==> src/rtl/alu_exec_unit_if.sv <==
// Valid/ready bundle between the ALU control stage and the execute unit.
// Includes the busy stall indication back to fetch/decode.
interface alu_exec_unit_if #(
   parameter int WIDTH = 32
);
   logic             in_valid;
   logic             in_ready;
   logic [3:0]       op;
   logic [WIDTH-1:0] a;
   logic [WIDTH-1:0] b;
   logic             out_valid;
   logic             out_ready;
   logic [WIDTH-1:0] result;
   logic             zero;
   logic             illegal;
   logic             busy;

   modport master (
      output in_valid, op, a, b, out_ready,
      input  in_ready, out_valid, result, zero, illegal, busy
   );

   modport slave (
      input  in_valid, op, a, b, out_ready,
      output in_ready, out_valid, result, zero, illegal, busy
   );
endinterface

==> src/rtl/alu_exec_unit.sv <==
// Execute-stage ALU: single-cycle logic/arith ops, bit-serial shifts.
// Result, zero and illegal are registered and offered via valid/ready.
module alu_exec_unit #(
   parameter int WIDTH = 32
) (
   input logic          clk,
   input logic          reset,
   alu_exec_unit_if.slave io
);
   localparam int SHW = $clog2(WIDTH);

   localparam logic [3:0] OP_AND = 4'b0000;
   localparam logic [3:0] OP_OR  = 4'b0001;
   localparam logic [3:0] OP_ADD = 4'b0010;
   localparam logic [3:0] OP_SUB = 4'b0110;
   localparam logic [3:0] OP_SLT = 4'b0111;
   localparam logic [3:0] OP_XOR = 4'b1100;
   localparam logic [3:0] OP_SLL = 4'b1000;
   localparam logic [3:0] OP_SRL = 4'b1001;
   localparam logic [3:0] OP_SRA = 4'b1010;

   typedef enum logic [1:0] {
      IDLE,
      SHIFT,
      DONE
   } state_t;

   state_t           state_q, state_d;
   logic [WIDTH-1:0] acc_q, acc_d;
   logic [SHW-1:0]   cnt_q, cnt_d;
   logic [1:0]       sop_q, sop_d;
   logic [WIDTH-1:0] result_q, result_d;
   logic             zero_q, zero_d;
   logic             illegal_q, illegal_d;

   logic [WIDTH-1:0] alu_res;
   logic             alu_ill;
   logic             is_shift;
   logic [SHW-1:0]   shamt;
   logic [WIDTH-1:0] acc_sh;

   assign shamt = io.b[SHW-1:0];

   always_comb begin
      alu_res  = '0;
      alu_ill  = 1'b0;
      is_shift = 1'b0;
      case (io.op)
         OP_AND: alu_res = io.a & io.b;
         OP_OR:  alu_res = io.a | io.b;
         OP_ADD: alu_res = io.a + io.b;
         OP_SUB: alu_res = io.a - io.b;
         OP_SLT: alu_res = {{(WIDTH-1){1'b0}},
                            $signed(io.a) < $signed(io.b)};
         OP_XOR: alu_res = io.a ^ io.b;
         OP_SLL,
         OP_SRL,
         OP_SRA: is_shift = 1'b1;
         default: alu_ill = 1'b1;
      endcase
   end

   // sop_q holds op[1:0]: 00 SLL, 01 SRL, 10 SRA
   always_comb begin
      case (sop_q)
         2'b00:   acc_sh = {acc_q[WIDTH-2:0], 1'b0};
         2'b10:   acc_sh = {acc_q[WIDTH-1], acc_q[WIDTH-1:1]};
         default: acc_sh = {1'b0, acc_q[WIDTH-1:1]};
      endcase
   end

   always_comb begin
      state_d   = state_q;
      acc_d     = acc_q;
      cnt_d     = cnt_q;
      sop_d     = sop_q;
      result_d  = result_q;
      zero_d    = zero_q;
      illegal_d = illegal_q;
      case (state_q)
         IDLE: begin
            if (io.in_valid) begin
               if (!is_shift) begin
                  result_d  = alu_res;
                  zero_d    = (alu_res == '0);
                  illegal_d = alu_ill;
                  state_d   = DONE;
               end else if (shamt == '0) begin
                  result_d  = io.a;
                  zero_d    = (io.a == '0);
                  illegal_d = 1'b0;
                  state_d   = DONE;
               end else begin
                  acc_d   = io.a;
                  cnt_d   = shamt;
                  sop_d   = io.op[1:0];
                  state_d = SHIFT;
               end
            end
         end
         SHIFT: begin
            acc_d = acc_sh;
            cnt_d = cnt_q - SHW'(1);
            if (cnt_q == SHW'(1)) begin
               result_d  = acc_sh;
               zero_d    = (acc_sh == '0);
               illegal_d = 1'b0;
               state_d   = DONE;
            end
         end
         DONE: begin
            if (io.out_ready) state_d = IDLE;
         end
         default: state_d = IDLE;
      endcase
   end

   always_ff @(posedge clk) begin
      if (reset) begin
         state_q   <= IDLE;
         acc_q     <= '0;
         cnt_q     <= '0;
         sop_q     <= '0;
         result_q  <= '0;
         zero_q    <= 1'b1;
         illegal_q <= 1'b0;
      end else begin
         state_q   <= state_d;
         acc_q     <= acc_d;
         cnt_q     <= cnt_d;
         sop_q     <= sop_d;
         result_q  <= result_d;
         zero_q    <= zero_d;
         illegal_q <= illegal_d;
      end
   end

   assign io.in_ready  = (state_q == IDLE);
   assign io.out_valid = (state_q == DONE);
   assign io.busy      = (state_q != IDLE);
   assign io.result    = result_q;
   assign io.zero      = zero_q;
   assign io.illegal   = illegal_q;
endmodule
==> src/flat_wrapper.sv <==
// flat-port wrapper written by rule: the top's interface ports become plain ports
module alu_exec_unit_flat 
#(
   parameter int WIDTH = 32
)
  (clk, reset, io_in_valid, io_op, io_a, io_b, io_out_ready, io_in_ready, io_out_valid, io_result, io_zero, io_illegal, io_busy);
  alu_exec_unit_if #(.WIDTH(WIDTH)) io_i ();
  input logic clk;
  input logic reset;
  input wire logic [$bits(io_i.in_valid)-1:0] io_in_valid;
  input wire logic [$bits(io_i.op)-1:0] io_op;
  input wire logic [$bits(io_i.a)-1:0] io_a;
  input wire logic [$bits(io_i.b)-1:0] io_b;
  input wire logic [$bits(io_i.out_ready)-1:0] io_out_ready;
  output wire logic [$bits(io_i.in_ready)-1:0] io_in_ready;
  output wire logic [$bits(io_i.out_valid)-1:0] io_out_valid;
  output wire logic [$bits(io_i.result)-1:0] io_result;
  output wire logic [$bits(io_i.zero)-1:0] io_zero;
  output wire logic [$bits(io_i.illegal)-1:0] io_illegal;
  output wire logic [$bits(io_i.busy)-1:0] io_busy;
  assign io_i.in_valid = io_in_valid;
  assign io_i.op = io_op;
  assign io_i.a = io_a;
  assign io_i.b = io_b;
  assign io_i.out_ready = io_out_ready;
  assign io_in_ready = io_i.in_ready;
  assign io_out_valid = io_i.out_valid;
  assign io_result = io_i.result;
  assign io_zero = io_i.zero;
  assign io_illegal = io_i.illegal;
  assign io_busy = io_i.busy;
  alu_exec_unit #(.WIDTH(WIDTH)) u_core (.clk(clk), .reset(reset), .io(io_i));
endmodule
==> config.mk <==
export PLATFORM = sky130hd
export DESIGN_NAME = alu_exec_unit_flat
export DESIGN_NICKNAME = d
export VERILOG_FILES = /design/src/rtl/alu_exec_unit_if.sv /design/src/rtl/alu_exec_unit.sv /design/src/flat_wrapper.sv
export SDC_FILE = /design/constraint.sdc
export NUM_CORES = 1
export LEC_CHECK = 0
export ABC_AREA = 1
export BUFFER_PORTS_ARGS = -buffer_cell sky130_fd_sc_hd__buf_2
export CORE_MARGIN = 2
export CORE_UTILIZATION = 62
export CTS_CLUSTER_SIZE = 24
export DETAILED_ROUTE_END_ITERATION = 10
export PLACE_DENSITY = 0.83
export SYNTH_ARGS = -nofsm -noshare
export SYNTH_HDL_FRONTEND = slang
export SYNTH_SLANG_ARGS = --single-unit
==> constraint.sdc <==
create_clock -name clk -period 2.8 [get_ports clk]
set_input_delay 0.28 -clock clk [delete_from_list [all_inputs] [get_ports clk]]
set_output_delay 0.28 -clock clk [all_outputs]
set_load 0.02 [all_outputs]
# ---- Word-level counts from Yosys, hierarchy flattened
# Cells that the tools add are included.
dict set report totals {
  reg_bits 75
  in_bits 72
}
dict set report classes {
  magnitude_cmp 1
  addsub 3
  bitwise_logic 4
  n_reduce_logical 15
  n_eq_ne 18
  n_mux 33
}
# operator count
set op_table {}
lappend op_table {{2-to-1 mux 32 bit} 7}
lappend op_table {{one-hot mux 32 bit (2 select lines)} 3}
lappend op_table {{one-hot mux 32 bit (6 select lines)} 1}
lappend op_table {{logical NOT 32 bit} 3}
lappend op_table {{adder 32 bit} 1}
lappend op_table {{AND 32 bit} 1}
lappend op_table {{< comparator 32 bit} 1}
lappend op_table {{bitwise OR 32 bit} 1}
lappend op_table {{subtractor 32 bit} 1}
lappend op_table {{bitwise XOR 32 bit} 1}
lappend op_table {{equality test 4 bit (second input constant)} 4}
lappend op_table {{2-to-1 mux 5 bit} 3}
lappend op_table {{AND reduction 4 bit} 3}
lappend op_table {{2-to-1 mux 1 bit} 10}
lappend op_table {{2-to-1 mux 2 bit} 5}
lappend op_table {{one-hot mux 5 bit (2 select lines)} 1}
lappend op_table {{OR reduction 9 bit} 1}
lappend op_table {{equality test 4 x 3 -> 1 bit (second input constant)} 2}
lappend op_table {{inequality test 2 bit (second input constant)} 3}
lappend op_table {{one-hot mux 2 bit (3 select lines)} 1}
lappend op_table {{equality test 5 x 1 -> 1 bit (second input constant)} 1}
lappend op_table {{logical NOT 5 bit} 1}
lappend op_table {{subtractor 5 x 1 -> 5 bit (second input constant)} 1}
lappend op_table {{equality test 2 bit (second input constant)} 2}
lappend op_table {{other kinds (12)} 16}

# ---- Depth between registers and ports, before layout
dict set report depth {
  word_depth 6
  mapped_depth 26
}

# ---- Worst setup path before layout
# No wires, ideal clock.
dict set report synth_path {
  path_kind {input port to flip-flop}
  startpoint {input port io_a[0]}
  endpoint {register u_core.zero_q, in the netlist u_core.io.zero}
  setup_slack_ps 542
  cell_stages 22
  arrival_time_ps 2199
  n_path_buf 0
  setup_time_ps 58
  cell_sequence {inv_1 ha_1 fa_1 inv_1 nand2_1 nand2_1 nand2_1 nand2_1 nand2_1 nand3_1 nand2_1 a21oi_1 nand3_1 nor2_1 nand3_1 nor2_1 nand2_1 nand2_1 nand2_1 nand2_1 nand2_1 nand2_1}
}
dict set report synth_via {
  elab_chain_cells 6
  elab_cells_between_ends 13
}
# item line_no
set synth_lines {}
lappend synth_lines {{start: declaration} flat_wrapper.sv:12} ;# input wire logic [$bits(io_i.a)-1:0] io_a;
lappend synth_lines {{subtractor 32 bit, or another cell as far along} alu_exec_unit.sv:52} ;# OP_SUB: alu_res = io.a - io.b;
lappend synth_lines {{one-hot mux 32 bit (6 select lines)} alu_exec_unit.sv:48} ;# case (io.op)
lappend synth_lines {{logical NOT 32 bit} alu_exec_unit.sv:85} ;# zero_d = (alu_res == '0);
lappend synth_lines {{2-to-1 mux 1 bit (*)} alu_exec_unit.sv:83} ;# if (!is_shift) begin
lappend synth_lines {{2-to-1 mux 1 bit (*)} alu_exec_unit.sv:82} ;# if (io.in_valid) begin
lappend synth_lines {{one-hot mux 1 bit (2 select lines) (*)} alu_exec_unit.sv:80} ;# case (state_q)
lappend synth_lines {{end signal: assignment} alu_exec_unit.sv:133} ;# zero_q <= zero_d;
lappend synth_lines {{end: declaration} alu_exec_unit.sv:33} ;# logic zero_q, zero_d;
# Every way passes the cells marked *; elsewhere a longest branch is shown, timed or not. The select of a mux whose other input is x is not followed.
# A chain may end at the register's enable or synchronous reset.

# ---- Worst setup path after layout
dict set report layout_path {
  startpoint {input port io_b[25]}
  endpoint {register u_core.zero_q, in the netlist u_core.io.zero}
}
dict set report layout_via {
  elab_chain_cells 6
  elab_cells_between_ends 11
}
# item line_no
set layout_lines {}
lappend layout_lines {{start: declaration} flat_wrapper.sv:13} ;# input wire logic [$bits(io_i.b)-1:0] io_b;
lappend layout_lines {{subtractor 32 bit, or another cell as far along} alu_exec_unit.sv:52}
lappend layout_lines {{one-hot mux 32 bit (6 select lines) (*)} alu_exec_unit.sv:48}
lappend layout_lines {{logical NOT 32 bit (*)} alu_exec_unit.sv:85}
lappend layout_lines {{2-to-1 mux 1 bit (*)} alu_exec_unit.sv:83}
lappend layout_lines {{2-to-1 mux 1 bit (*)} alu_exec_unit.sv:82}
lappend layout_lines {{one-hot mux 1 bit (2 select lines) (*)} alu_exec_unit.sv:80}
# Marks and branches as above.

==> qor.txt <==
=========================================================================================
Run status                                                                   finished, final reports clean
Delay of the slowest cell on the worst path                                       0.42 ns
DRC errors left                                                                         0
Met1 global-route usage                                                             0.557
Proportion of register bits with asynchronous set or reset after synthesis              0
Tot GR Track Use                                                                    0.464
Post-route cell area                                                           13,000 um2
Routability congestion estimate from global placement                                1.07
Routed via count                                                                   14,300
Register share of total power                                                       0.266
Number of endpoints failing setup at the final stage                                    0
Worst Clk Skew                                                                 0.00765 ns
Buffer and inverter count on the worst path                                             5
PD cells                                                                       355 nW/um2
Starting Density                                                                    0.636
Clock slew seen by the registers of the worst setup and hold paths                0.06 ns
Number of buffers created by CTS                                                        9
Mapped Avg Cell Area                                                             5.49 um2
Critical Path RT                                                                  3.08 ns
Half-perimeter wire length after detailed placement                             34,100 um
Max_cap viols                                                                           0
Final-layout fill cell count                                                        1,355
Sort of element at the start of the critical path                               input pin
1st-pass router iterations                                                              7
Standby leakage power                                                             7.27 nW
Post-synthesis sequential area ratio                                                0.142
Wire length per cell after detailed routing                                       17.9 um
Std cell rows                                                                          47
Total wire length                                                               43,000 um
Post-route core utilization                                                         0.779
Floorplan die area                                                             18,100 um2
Predominant post-synthesis flop cell                                              dfxtp_1
Core region area                                                               16,600 um2
Fraction of power consumed by the clock network                                     0.237
Number of violations reported at the end of detailed-routing iteration 0            1,997
GRT met2 Usage                                                                      0.740
Arrival time of the worst setup path                                              2.95 ns
Max Clk Rate                                                                      374 MHz
Remaining antenna violation count after routing                                         0
Worst VDD drop                                                                   0.419 mV
Antenna violations before repair                                                        0
Worst slew margin                                                                   0.509
EDFF count, synth                                                                       0
Global-route wire length before repair                                          66,100 um
Number of buffers on the longest clock path                                             2
Overflow left after global routing                                                      0
Largest driver fanout on the critical path                                              7
H-tree levels                                                                           3
Setup slack of the critical path after layout                                    0.128 ns
Largest net degree at the start of global routing                                      70
CTS tree                                                                            built
CP cell instances                                                            buf_2 -> inv_1 -> ha_2 -> inv_1 -> a21oi_1 -> o21ai_0 -> nand2_1 -> nand3_1 -> a21oi_1 -> buf_4 -> nand3_1 -> nand3_1 -> nand2_1 -> inv_1 -> nand3_1 -> nor2_1 -> nand2_1 -> nand2_1 -> nand2_1 -> nand2_1 -> nand2_1 -> nand2_1
Ports placed on the boundary                                                          109
Period utilisation layout                                                           0.954
Net switching share of the total power                                              0.433
Worst setup slack before clock tree synthesis                                   -0.273 ns
Min Hold Slack                                                                   0.282 ns
# diodes                                                                                0
Design Power                                                                    0.00460 W
Power spent charging and discharging nets                                       0.00199 W
Worst setup path category                                                       in -> reg
Placement Cell Area                                                            12,600 um2
Worst Max-Slew Pin Slew                                                          0.736 ns
Vias in the first global route                                                     13,000
Layout net count                                                                    2,365
Source-to-sink clock delay at the later pin of the worst-skew pair                0.34 ns
Setup bufs post-CTS                                                                     0
Distinct cell type count after synthesis                                               40
Number of buffers inserted by port buffering                                          108
Yosys warns                                                                             0
Most Used Layer, Global Route                                                        met2
Final-report max-slew violation count                                                   0
Final worst path period need                                                      2.67 ns
Cell with the largest stage delay on the worst path                                  ha_2
Hold Path Class                                                                 in -> reg
Synth Instances                                                                     1,927
Endpoints failing hold                                                                  0
Share of power burned in combinational logic                                        0.497
Met3 routing resource usage after global routing                                   0.0773
Top Family by Delay on Critical Path                                         simple AND/OR/NAND/NOR gates
Cell repeated most along the worst path                                           nand2_1
Sinks on Clock Net                                                                     75
Clock root buffer                                                               clkbuf_16
Die outline height                                                                 135 um
Fraction of layout instances using a drive strength above 1                         0.183
Width of the die                                                                   135 um
Critical Path Sink Type                                                         flip-flop
Cell area after synthesis                                                      10,600 um2
Synthesized net count                                                               2,111
Internal power of the cells                                                     0.00261 W
Count of hold-fix buffers inserted at cts                                               0
Register bit count reported by yosys                                                   75
Area added between synthesis and finish                                             22.6%
Via-to-Cell Ratio                                                                    5.95
=========================================================================================
power groups by stage:
stage	Sequential [W]	Clock (W)	Combinational, W
after global routing	0.00123	0.00114	0.00247
after floorplan	0.00130	0	0.00121
final	0.00122	0.00109	0.00229
after CTS	0.00122	0.00109	0.00218
after detailed placement	0.00124	0	0.00216
after global placement	0.00124	0	0.00212
what timing repair did:
item / CTS / global route
endpoints found under the hold margin: 0 / 0
resized for setup: 0 / 23
endpoints found under the setup margin: 0 / 1
metrics by stage:
| step | cells | setup TNS, ns |
|---|---|---|
| after global routing | 2406 | -0.0488 |
| after global placement | 2390 | -0.258 |
| after CTS | 2406 | 0 |
| final | 2406 | 0 |
| after floorplan | 1927 | 0 |
| after detailed placement | 2390 | -0.273 |
sequential cells by signal, indices dropped and copies added (netlist names):
signal / count
u_core.io.illegal: 1
u_core.acc_q: 32
u_core.io.zero: 1
u_core.io.result: 32
u_core.sop_q: 2
u_core.cnt_q: 5
u_core.state_q: 2
final cells by class:
cell class,instances,area [um2],share of cell area
Tap cell,220,275,0.0212
Multi-Input combinational cell,1443,7530,0.581
Sequential cell,75,1500,0.116
Inverter,339,1270,0.0981
Timing Repair Buffer,313,2100,0.162
Clock buffer,10,239,0.0184
Clock inverter,6,38.8,0.00299
logic make-up after synthesis:
kind of cell / count (synthesis) / synth area share
xor gates and xnor gates: 3 / 0.00248
DFF: 75 / 0.142
buffers and inverters: 409 / 0.155
and+or+nand+nor: 968 / 0.383
AOI/OAI and AO/OA: 360 / 0.184
adders and majority gates: 112 / 0.134
layer usage:
metal | vias to the layer above | part of all wire
met3 | 307 | 0.11
li1 | 6668 | -
met2 | 1073 | 0.43
met1 | 6258 | 0.36
met5 | - | 0
met4 | 0 | 0.10
cells in the mapped netlist (6+ instances only):
library cell | number | area share
nor2_2 | 10 | 0.0059
buf_2 | 19 | 0.0090
nor3_1 | 14 | 0.0066
nand2_1 | 573 | 0.20
clkbuf_1 | 37 | 0.013
dfxtp_1 | 75 | 0.14
o21ai_1 | 6 | 0.0028
inv_2 | 9 | 0.0032
nand2_2 | 8 | 0.0047
nand3_1 | 138 | 0.065
o21ai_0 | 159 | 0.075
o22ai_1 | 32 | 0.019
nor2_1 | 167 | 0.059
ha_1 | 110 | 0.13
inv_1 | 330 | 0.12
a21oi_1 | 100 | 0.047
nand4_1 | 32 | 0.019
o21bai_1 | 8 | 0.0057
a31oi_1 | 45 | 0.027
or2_2 | 8 | 0.0047
cells in the final DEF, fill, tap and decap left out, types with 5 or more instances in the layout:
cell type  Yosys  final
nor2_1       167    160
or2_2          8      8
o22ai_1       32     32
o21bai_1       8      8
o21ai_0      159    159
nor3_1        14     14
nand3_1      138    134
dfxtp_1       75     75
a31oi_1       45     45
nand2_1      573    571
a21oi_2        3      5
nor2_2        10     14
buf_2         19    108
inv_2          9     10
a211oi_1       5      5
nor4_1         5      5
ha_1         110    102
inv_1        330    329
ha_2           0      7
o21ai_1        6      6
nand2_2        8     10
a21oi_1      100     98
nand3_2        4      8
buf_4          5    203
clkbuf_16      0      9
nand4_1       32     32
path summary, 6_finish.rpt:
check,endpoint,slack (ns),from,cells past startpoint
worst max-delay path,u_core.io.zero,0.13,io_b[25],22
worst min-delay path,u_core.state_q[0],0.28,reset,2
worst max register to register,u_core.io.result[10],0.48,u_core.state_q[0],10
worst min register to register,u_core.acc_q[1],0.47,u_core.acc_q[1],2
No activity file was read; power rests on OpenSTA's default activity.
